### config.mk
export PLATFORM = sky130hd
export DESIGN_NAME = seq_add_sequencer
export DESIGN_NICKNAME = d
export VERILOG_FILES = /design/src/rtl/seq_add_sequencer.sv
export SDC_FILE = /design/constraint.sdc
export NUM_CORES = 1
export LEC_CHECK = 0
export ABC_AREA = 1
export CAP_MARGIN = 20
export CORE_MARGIN = 2
export CORE_UTILIZATION = 50
export DETAILED_ROUTE_END_ITERATION = 7
export PLACE_DENSITY_LB_ADDON = 0.25
export SETUP_SLACK_MARGIN = 0.1
export SYNTH_ARGS = -nofsm -noshare
export SYNTH_HDL_FRONTEND = slang
export SYNTH_SLANG_ARGS = --single-unit
### constraint.sdc
create_clock -name clk -period 3 [get_ports clk]
set_clock_uncertainty 0.2 [all_clocks]
set_input_delay 0.45 -clock clk [delete_from_list [all_inputs] [get_ports clk]]
set_output_delay 0.45 -clock clk [all_outputs]
set_load 0.02 [all_outputs]
### src/rtl/seq_add_sequencer.sv
// Purpose: sequences a 4*NIBBLES-bit add through a registered 4-bit slice, LSB nibble first, and reassembles sum/cout.
// Latency: 3 cycles per nibble; done pulses in cycle 3*NIBBLES+1 after the accept edge; one op per 3*NIBBLES+2 cycles.
// Backpressure: start is only honoured in IDLE (busy=0, done=0); requests at other times are dropped. Optional ovf port: SEQ_ADD_OVF_EN.
module seq_add_sequencer #(
    parameter int NIBBLES = 4
) (
    input  logic                   clk,
    input  logic                   rst,
    input  logic                   start,
    input  logic [4*NIBBLES-1:0]   a,
    input  logic [4*NIBBLES-1:0]   b,
    input  logic                   cin,
    output logic                   busy,
    output logic                   done,
    output logic [4*NIBBLES-1:0]   sum,
    output logic                   cout,
    output logic [3:0]             slice_in1,
    output logic [3:0]             slice_in2,
    output logic                   slice_cin,
    input  logic [3:0]             slice_out,
    input  logic                   slice_cout
`ifdef SEQ_ADD_OVF_EN
    ,
    output logic                   ovf
`endif
);

    localparam int IDX_W = (NIBBLES > 1) ? $clog2(NIBBLES) : 1;

    typedef enum logic [2:0] {
        S_IDLE,
        S_ISSUE,
        S_WAIT,
        S_CAPTURE,
        S_DONE
    } state_t;

    state_t state;
    state_t state_nxt;

    // Operands and result viewed as arrays of nibbles so the active nibble is a plain index.
    logic [NIBBLES-1:0][3:0] a_reg;
    logic [NIBBLES-1:0][3:0] b_reg;
    logic [NIBBLES-1:0][3:0] sum_reg;
    logic                    carry_reg;
    logic [IDX_W-1:0]        idx;
    logic                    last_nib;

    assign last_nib = (idx == IDX_W'(NIBBLES - 1));
    assign sum      = sum_reg;

    // State register; reset aborts any in-flight operation without a done pulse.
    always_ff @(posedge clk) begin
        if (rst) begin
            state <= S_IDLE;
        end else begin
            state <= state_nxt;
        end
    end

    // Next-state decode plus the state-decoded outputs (busy, done, slice drive).
    always_comb begin
        state_nxt = state;
        busy      = 1'b0;
        done      = 1'b0;
        slice_in1 = 4'h0;
        slice_in2 = 4'h0;
        slice_cin = 1'b0;
        case (state)
            S_IDLE: begin
                if (start) begin
                    state_nxt = S_ISSUE;
                end
            end
            S_ISSUE: begin
                busy      = 1'b1;
                slice_in1 = a_reg[idx];
                slice_in2 = b_reg[idx];
                slice_cin = carry_reg;
                state_nxt = S_WAIT;
            end
            S_WAIT: begin
                busy      = 1'b1;
                state_nxt = S_CAPTURE;
            end
            S_CAPTURE: begin
                busy      = 1'b1;
                state_nxt = last_nib ? S_DONE : S_ISSUE;
            end
            S_DONE: begin
                done      = 1'b1;
                state_nxt = S_IDLE;
            end
            default: begin
                state_nxt = S_IDLE;
            end
        endcase
    end

    // Datapath: latch the request on accept, fold each returned nibble and carry into the result.
    always_ff @(posedge clk) begin
        if (rst) begin
            a_reg     <= '0;
            b_reg     <= '0;
            sum_reg   <= '0;
            carry_reg <= 1'b0;
            idx       <= '0;
            cout      <= 1'b0;
`ifdef SEQ_ADD_OVF_EN
            ovf       <= 1'b0;
`endif
        end else begin
            case (state)
                S_IDLE: begin
                    if (start) begin
                        a_reg     <= a;
                        b_reg     <= b;
                        carry_reg <= cin;
                        idx       <= '0;
                    end
                end
                S_CAPTURE: begin
                    sum_reg[idx] <= slice_out;
                    carry_reg    <= slice_cout;
                    if (last_nib) begin
                        cout <= slice_cout;
`ifdef SEQ_ADD_OVF_EN
                        // Signed overflow: operands agree in sign but the result sign differs.
                        ovf  <= (a_reg[NIBBLES-1][3] == b_reg[NIBBLES-1][3]) &&
                                (slice_out[3] != a_reg[NIBBLES-1][3]);
`endif
                    end else begin
                        idx <= idx + IDX_W'(1);
                    end
                end
                default: begin
                end
            endcase
        end
    end

endmodule
==> impl_metrics.tcl, run 1 <==
set metrics [dict create \
    required_time_at_the_worst_slack_endpoint_ps 2350 \
    fill_cells 380 \
    switching_share_pct 29.66 \
    maxSlewViolCount 0 \
    worst_setup_path_start_kind "flip-flop" \
    synth.yosys.seq_area_share_pct 47.31 \
    pwr-share-comb_pct 23.7 \
    clk_latency_ps 310 \
    setup_tns_ps 0 \
    max_cap_viol_count 0 \
    clkPwrFrac_pct 26.2 \
    share_seq_of_total_power_pct 50.1 \
    groute.usage.overall_pct 23.38 \
    pin_count 69 \
    leakagePower_uw 0.001172 \
    die-height_microns 72.23 \
    synth_cells 313 \
    worst_slew_margin_pct 64.48 \
    grt_antenna_before_repair 0 \
    n_antenna_cell 0 \
    route.vias.total 2263 \
    grt_start_max_net_pins 41 \
    chipWidth_microns 72.23 \
    synth_cell_types 21 \
    number_of_global_route_vias_before_repair 2006 \
    finalNetCount 423 \
    finalWorstPathRequiredPeriod_ps 2676 \
    timing.final.setup_violations 0 \
    port_buffers 68 \
    cts-buffers-inserted 5 \
    post-route-period-util_pct 89.22 \
    power.ir.vdd_worst_uv 421.1 \
    synth_area_per_cell_sq_um 7.435 \
    internal_power_uw 1139 \
    clk_root_buffer_cell "clkbuf_8" \
    hpwlAfterDp_mm 4.046 \
    drt_first_iter_violations 102 \
    synthesized_flop_and_latch_total 55 \
    clkSlewWorstSetupHoldPaths_ps 100 \
    total_switching_power_uw 480.2 \
    power_density_nw_per_um2 512.9 \
    synthesis_warning_total 0 \
    fp.dieArea_sq_um 5216 \
    clockBufferDepth 2 \
    placeableCoreArea_sq_um 4414 \
    number_of_vias_per_cell 5.251 \
    placement.cell_area_sq_um 3004 \
    grt_overflow_total 0 \
    finalWeightedCongestion 0.8067 \
    routedWlPerCell_microns 13.96 \
    first_pass_grt_wire_length_mm 9.632 \
    h-tree-depth 2 \
    initial_core_util_pct 52.72 \
    detail_route.drc_violations 0 \
    drt_pass1_iterations 4 \
    setup.worst_path.end_class "output port" \
    crit_type "reg2out" \
    rows 24 \
    hold_viol_final 0 \
    final-seq-area_sq_um 1101 \
    maxClockFrequency_mhz 373.6 \
    multi_input_comb_area_sq_um 1026 \
    worstMarginPinSlew_ps 532.2 \
    syn_to_final_growth_pct 35.65 \
    timing.hold.worst.class "reg2reg" \
    arrival_ps 2030 \
    synthesized_area_sq_um 2327 \
    final_design_area_no_fill_sq_um 3157 \
    syn-num-nets 358 \
    tritoncts "built" \
    cts.sink_count 55 \
    detail-route-antenna-nets 0 \
    finalWirelength_mm 6.016 \
    final_layout_size_suffix_gt1_share_pct 6.596 \
    rsz0062_at_grt "no" \
    outcome "completed" \
    timing.critical_path.fanout_max 11 \
]
-- area by class of cell --
class | count | area share, %
sequential | 55 | 34.88
clock buffer | 7 | 2.735
tap | 52 | 2.061
clock inverter | 1 | 0.2774
inverter | 27 | 3.448
multi-input combinational | 212 | 32.50
timing repair buffer | 77 | 24.10
-- synth_stat cells, drive strengths merged --
| master | number | share of area [%] |
|---|---|---|
| inv | 25 | 4.0 |
| nand2 | 63 | 10 |
| nor2 | 12 | 2.3 |
| buf | 11 | 3.0 |
| ha | 4 | 2.2 |
| nand3b | 1 | 0.32 |
| clkbuf | 8 | 1.3 |
| and3 | 1 | 0.27 |
| nand4 | 1 | 0.54 |
| o21ai | 32 | 6.9 |
| clkinv | 2 | 0.32 |
| dfxtp | 55 | 47 |
| nor3 | 1 | 0.21 |
| nand3 | 23 | 5.4 |
| a21oi | 74 | 16 |
-- per-layer routing --
layer	vias to the layer above	track usage, %	wire length, microns
met5	-	0	0
met4	0	7.338	70
met3	6	5.972	408
met2	71	36.29	2773
met1	1021	31.99	2764
li1	1165	-	-
-- cells in the final DEF (no fill, tap or decap), drive strengths merged, types with 2 or more instances in the layout --
| cell | instances |
|---|---|
| o21ai | 32 |
| a21oi | 74 |
| nor2 | 12 |
| clkinvlp | 2 |
| nand2 | 63 |
| buf | 9 |
| dfxtp | 55 |
| nand3 | 23 |
| inv | 25 |
| clkbuf | 7 |
| ha | 4 |
| clkdlybuf4s50 | 68 |
-- worst max-delay path, stage by stage (launching register included) --
cell and delay [ps]:
dfxtp_1 380, clkinvlp_4 180, buf_12 180, a21oi_1 140, o21ai_0 110, a21oi_1 130
clkdlybuf4s50_1 610
-- what timing repair did --
item	4_1_cts	5_1_grt
setup endpoints to repair	0	8
gates resized for setup	0	2
hold buffers	0	0
buffers inserted	0	5
-- stage by stage --
stage | util [%] | hold WS (ps) | total power, uW | setup slack, ps | std cells
after global routing | 71.51 | 271.9 | 1703 | 172.6 | 431
after floorplan | - | 229.7 | 1048 | 1012 | 313
after detailed placement | 68.06 | 247.7 | 1182 | 449.7 | 418
after global placement | 68.06 | 239.7 | 1174 | 559.3 | 418
final | 71.51 | 261.6 | 1619 | 323.5 | 431
after CTS | 70.21 | 262.9 | 1605 | 117.4 | 426
-- cells by family after synthesis --
kind of cell	count (synthesis)	share of synthesized area [%]
AOI/OAI and AO/OA	106	22.80
adders and majority gates	4	2.151
and+or+nand+nor	102	19.14
buffers and inverters	46	8.602
DFF	55	47.31
-- final timing paths --
kind,startpoint,endpoint,slack [ps],cells past startpoint
worst max-delay path,idx[0],slice_in1[0],320,6
worst min-delay path,a_reg[10],a_reg[10],260,2
worst max register to register,idx[0],idx[1],1060,7
worst min register to register,a_reg[10],a_reg[10],260,2
-- power groups by stage --
stage	sequential [uW]	combinational [uW]	clock (uW)
3_3_place_gp	824	350	0
6_report	812	383	424
5_1_grt	818	424	461
3_5_place_dp	826	356	0
2_1_floorplan	820	228	0
4_1_cts	809	359	437
(Power assumes the default switching activity.)
==> inputs of run 2 (changes only) <==
Settings changed: CAP_MARGIN 20 to 25, CELL_PAD_IN_SITES_DETAIL_PLACEMENT set to 1, CELL_PAD_IN_SITES_GLOBAL_PLACEMENT set to 1, CORE_UTILIZATION 50 to 35.
==> impl_metrics.tcl, run 2 (synthesis results as in run 1) <==
set metrics [dict create \
    outcome "completed" \
    chipWidth_microns 85.54 \
    grt_start_max_net_pins 50 \
    required_time_at_the_worst_slack_endpoint_ps 2350 \
    worstMarginPinSlew_ps 592.4 \
    grt_antenna_before_repair 0 \
    route.vias.total 2313 \
    die-height_microns 85.54 \
    worst_slew_margin_pct 60.46 \
    tritoncts "built" \
    finalNetCount 420 \
    cts-buffers-inserted 5 \
    clk_root_buffer_cell "clkbuf_8" \
    hpwlAfterDp_mm 4.849 \
    crit_type "reg2out" \
    total_switching_power_uw 494.5 \
    pwr-share-comb_pct 22.0 \
    power.ir.vdd_worst_uv 274.7 \
    clkSlewWorstSetupHoldPaths_ps 100 \
    timing.critical_path.fanout_max 11 \
    internal_power_uw 1207 \
    critPathMostFrequentCell "a21oi_1" \
    groute.usage.overall_pct 19.64 \
    clkPwrFrac_pct 30.3 \
    critical_path.top_delay_family "buffers and inverters" \
    power_density_nw_per_um2 536.3 \
    h-tree-depth 2 \
    detail_route.drc_violations 0 \
    syn_to_final_growth_pct 36.34 \
    timing.final.setup_violations 0 \
    maxSlewViolCount 0 \
    setup_tns_ps 0 \
    grt_overflow_total 0 \
    hold_viol_final 0 \
    routedWlPerCell_microns 15.15 \
    post-route-period-util_pct 89.74 \
    stdcell_count 453 \
    detail-route-antenna-nets 0 \
    max_cap_viol_count 0 \
    maxClockFrequency_mhz 371.5 \
    pin_count 69 \
    first_pass_grt_wire_length_mm 11.45 \
    layout_common_cells "74 x a21oi_1, 68 x clkdlybuf4s50_1, 63 x nand2_1" \
    finalWorstPathRequiredPeriod_ps 2692 \
    arrival_ps 2040 \
    clockBufferDepth 2 \
    final_layout_size_suffix_gt1_share_pct 6.117 \
    finalWeightedCongestion 0.7643 \
    n_antenna_cell 0 \
    switching_share_pct 29.06 \
    finish.utilization_pct 49.69 \
    fill_cells 803 \
    critical_path.n_buffers_inverters 2 \
    drt_pass1_iterations 4 \
    port_buffers 68 \
    rows 29 \
    clk_latency_ps 310 \
    initial_core_util_pct 36.44 \
    timing.critical_path.slowest_stage_cell "clkdlybuf4s50_1" \
    layout_commonest_cell "a21oi_1" \
    place_inst 443 \
    fp.dieArea_sq_um 7317 \
    cts.sink_count 55 \
    number_of_global_route_vias_before_repair 2399 \
    timing.hold.worst.class "reg2reg" \
    worst_setup_path_start_kind "flip-flop" \
    crit_chain "clkinvlp_4, a21oi_1, o21ai_0, a21oi_1, clkdlybuf4s50_1" \
    leakagePower_uw 0.001168 \
    finalWirelength_mm 6.861 \
    hold_slack_ps 263.3 \
    placeableCoreArea_sq_um 6386 \
    number_of_vias_per_cell 5.106 \
    worst_path_largest_cell_delay_ps 620 \
    setup.worst_path.end_class "output port" \
    share_seq_of_total_power_pct 47.7 \
    rsz0062_at_grt "no" \
    drt_first_iter_violations 122 \
]
-- run 2: power groups by stage --
stage | Sequential (uW) | Clock [uW] | Combinational (uW)
final | 811 | 516 | 374
after global routing | 817 | 560 | 421
after global placement | 825 | 0 | 358
after CTS | 811 | 523 | 370
after detailed placement | 827 | 0 | 368
after floorplan | 820 | 0 | 228
-- run 2: layer usage --
layer  track usage (%)  share of wire, %  routed length [microns]  vias to the layer above
li1                  -                 -                        -                     1162
met4             4.329              0.86                       59                        0
met1             26.02                46                     3170                     1083
met3             4.524               5.7                      392                        6
met5                 0                 0                        0                        -
met2             32.81                47                     3238                       62
-- run 2: through the flow --
stage,setup WS (ps),power (uW),area [sq um]
final,307.9,1702,3173
after global routing,169.0,1798,3173
after CTS,189.3,1705,3154
after detailed placement,428.3,1195,3035
after global placement,550.0,1183,3035
after floorplan,1012,1048,2327
-- run 2: final timing paths --
check,from,to,slack [ps],cells past startpoint
worst max-delay path,idx[1],slice_in2[3],310,5
worst min-delay path,a_reg[5],a_reg[5],260,2
worst max register to register,idx[0],idx[0],1050,7
worst min register to register,a_reg[5],a_reg[5],260,2
-- run 2: worst min-delay path: cells and delay by family, from the launching register on --
kind                   cells  cell delay, ps
AOI/OAI and AO/OA          1              60
buffers and inverters      1              60
DFF                        1             310
-- run 2: timing repair --
item                       in CTS  in global routing
setup buffers                   0                  2
setup endpoints to repair       1                  4
gates resized for setup         1                  1
hold buffers                    0                  0
pin swaps                       0                  1
-- run 2: area by class of cell --
class / count / area, sq um / share of cell area, %
Multi-Input combinational cell: 212 / 1026 / 32.33
Tap cell: 77 / 96.34 / 3.036
Clock buffer: 6 / 82.58 / 2.603
Clock inverter: 2 / 35.03 / 1.104
Inverter: 27 / 106.4 / 3.352
Timing Repair Buffer: 74 / 725.7 / 22.87
Sequential cell: 55 / 1101 / 34.70
==> inputs of run 3 (changes only) <==
Settings changed: CELL_PAD_IN_SITES_DETAIL_PLACEMENT 1 to 2, CELL_PAD_IN_SITES_GLOBAL_PLACEMENT 1 to 2, CORE_UTILIZATION 35 to 27.
==> impl_metrics.tcl, run 3 (synthesis results as in run 1) <==
set metrics [dict create \
    outcome "completed" \
    maxSlewViolCount 0 \
    number_of_vias_per_cell 4.844 \
    cp-endpoint "slice_in2[0]" \
    route.vias.total 2330 \
    rsz0062_at_grt "no" \
    power_density_nw_per_um2 558.0 \
    finalNetCount 420 \
    grt_start_max_net_pins 36 \
    max_cap_viol_count 0 \
    grt_overflow_total 0 \
    cts-buffers-inserted 5 \
    crit-reg2reg-launch "idx[0]" \
    rows 33 \
    critical_path.n_buffers_inverters 2 \
    n_antenna_cell 0 \
    groute.usage.overall_pct 16.82 \
    timing.hold.worst.class "reg2reg" \
    layout_commonest_cell "a21oi_1" \
    leakagePower_uw 0.001177 \
    post-route-period-util_pct 90.00 \
    reg2reg_to "idx[1]" \
    detail-route-antenna-nets 0 \
    pin_count 69 \
    layout_common_cells "74 x a21oi_1, 68 x clkdlybuf4s50_1, 63 x nand2_1" \
    finalWeightedCongestion 0.7624 \
    setup_tns_ps 0 \
    finalWorstPathRequiredPeriod_ps 2700 \
    power.ir.vdd_worst_uv 202.7 \
    cts.sink_count 55 \
    crit_type "reg2out" \
    critPathMostFrequentCell "a21oi_1" \
    grt_antenna_before_repair 0 \
    timing.critical_path.slowest_stage_cell "clkdlybuf4s50_1" \
    fill_cells 966 \
    worst_path_largest_cell_delay_ps 620 \
    crit_chain "clkinvlp_4, a21oi_1, o21ai_0, a21oi_1, clkdlybuf4s50_1" \
    hpwlAfterDp_mm 5.319 \
    worst-r2r-setup-slack_ps 960 \
    final_layout_size_suffix_gt1_share_pct 6.117 \
    h-tree-depth 2 \
    crit_cells 5 \
    syn_to_final_growth_pct 38.82 \
    maxClockFrequency_mhz 370.4 \
    worst_setup_path_startpoint "idx[1]" \
    finalWirelength_mm 7.564 \
    placement.cell_area_sq_um 3078 \
    worst_slew_margin_pct 63.11 \
    final_design_area_no_fill_sq_um 3231 \
    drt_pass1_iterations 4 \
    critical_path.top_delay_family "buffers and inverters" \
    fp.dieArea_sq_um 9378 \
    detail_route.drc_violations 0 \
    first_pass_grt_wire_length_mm 12.94 \
    number_of_global_route_vias_before_repair 2574 \
    clockBufferDepth 2 \
    timing.final.setup_violations 0 \
    rr_worst_depth 7 \
    drt_first_iter_violations 70 \
    initial_core_util_pct 28.04 \
    die-height_microns 96.84 \
    tritoncts "built" \
    placeableCoreArea_sq_um 8299 \
    required_time_at_the_worst_slack_endpoint_ps 2350 \
    arrival_ps 2050 \
    hold_viol_final 0 \
    clkSlewWorstSetupHoldPaths_ps 110 \
    port_buffers 68 \
    setup.worst_path.end_class "output port" \
    chipWidth_microns 96.84 \
    worstMarginPinSlew_ps 552.7 \
    routedWlPerCell_microns 15.73 \
    clk_latency_ps 310 \
    clk_root_buffer_cell "clkbuf_8" \
    cts_hold_buffers 0 \
    timing.critical_path.fanout_max 11 \
    worst_setup_path_start_kind "flip-flop" \
]
[run 3: cell count changes in the layout (fill, tap and decap cells not counted), sizes merged]
cell    change
clkinv      -1
bufinv      +1
inv         +1
clkbuf      -1
[run 3: tightest hold or removal path, cell delays in order, from the launching register on]
cell and delay [ps]:
dfxtp_1 320, inv_1 60, a21oi_1 50
[run 3: timing repair]
item,CTS,global route
setup buffers,0,1
endpoints found under the setup margin,8,9
gates resized for setup,1,1
pin swaps,1,1
[run 3: worst min path at each step]
stage	cells after the start	endpoint	slack, ps	from
4_1_cts	2	b_reg[4]	270	b_reg[4]
3_5_place_dp	2	b_reg[4]	260	b_reg[4]
3_3_place_gp	2	b_reg[6]	250	b_reg[6]
2_1_floorplan	2	a_reg[11]	230	a_reg[11]
6_report	2	b_reg[4]	270	b_reg[4]
5_1_grt	2	a_reg[12]	300	a_reg[12]
[run 3: per-layer routing]
layer	GRT usage [%]	wire, microns	up-vias
met4	3.900	76	0
met2	27.94	3555	43
li1	-	-	1156
met3	4.046	328	5
met5	0	0	-
met1	22.14	3604	1126
[run 3: report_power, final]
group | leakage [uW] | switching [uW] | internal [uW]
Combinational | 0.000657 | 230 | 155
Sequential | 0.000450 | 28.9 | 782
Clock | 0.0000703 | 268 | 339
[run 3: layout make-up]
cell class / count / area (sq um) / area share, %
Sequential cell: 55 / 1101 / 34.08
Clock inverter: 3 / 71.32 / 2.208
Inverter: 27 / 106.4 / 3.292
Tap cell: 105 / 131.4 / 4.067
Clock buffer: 5 / 68.82 / 2.130
Timing Repair Buffer: 74 / 725.7 / 22.46
Multi-Input combinational cell: 212 / 1026 / 31.76
[run 3: stage by stage]
stage / setup slack (ps) / util (%) / hold WS [ps] / power (uW) / cells
global route: 123.6 / 38.93 / 300.7 / 1900 / 481
global placement: 490.3 / 37.09 / 245.0 / 1199 / 472
detailed placement: 413.8 / 37.09 / 255.3 / 1211 / 472
CTS: 108.1 / 38.79 / 272.7 / 1819 / 480
finish: 300.0 / 38.93 / 266.4 / 1803 / 481
floorplan: 1012 / - / 229.7 / 1048 / 313
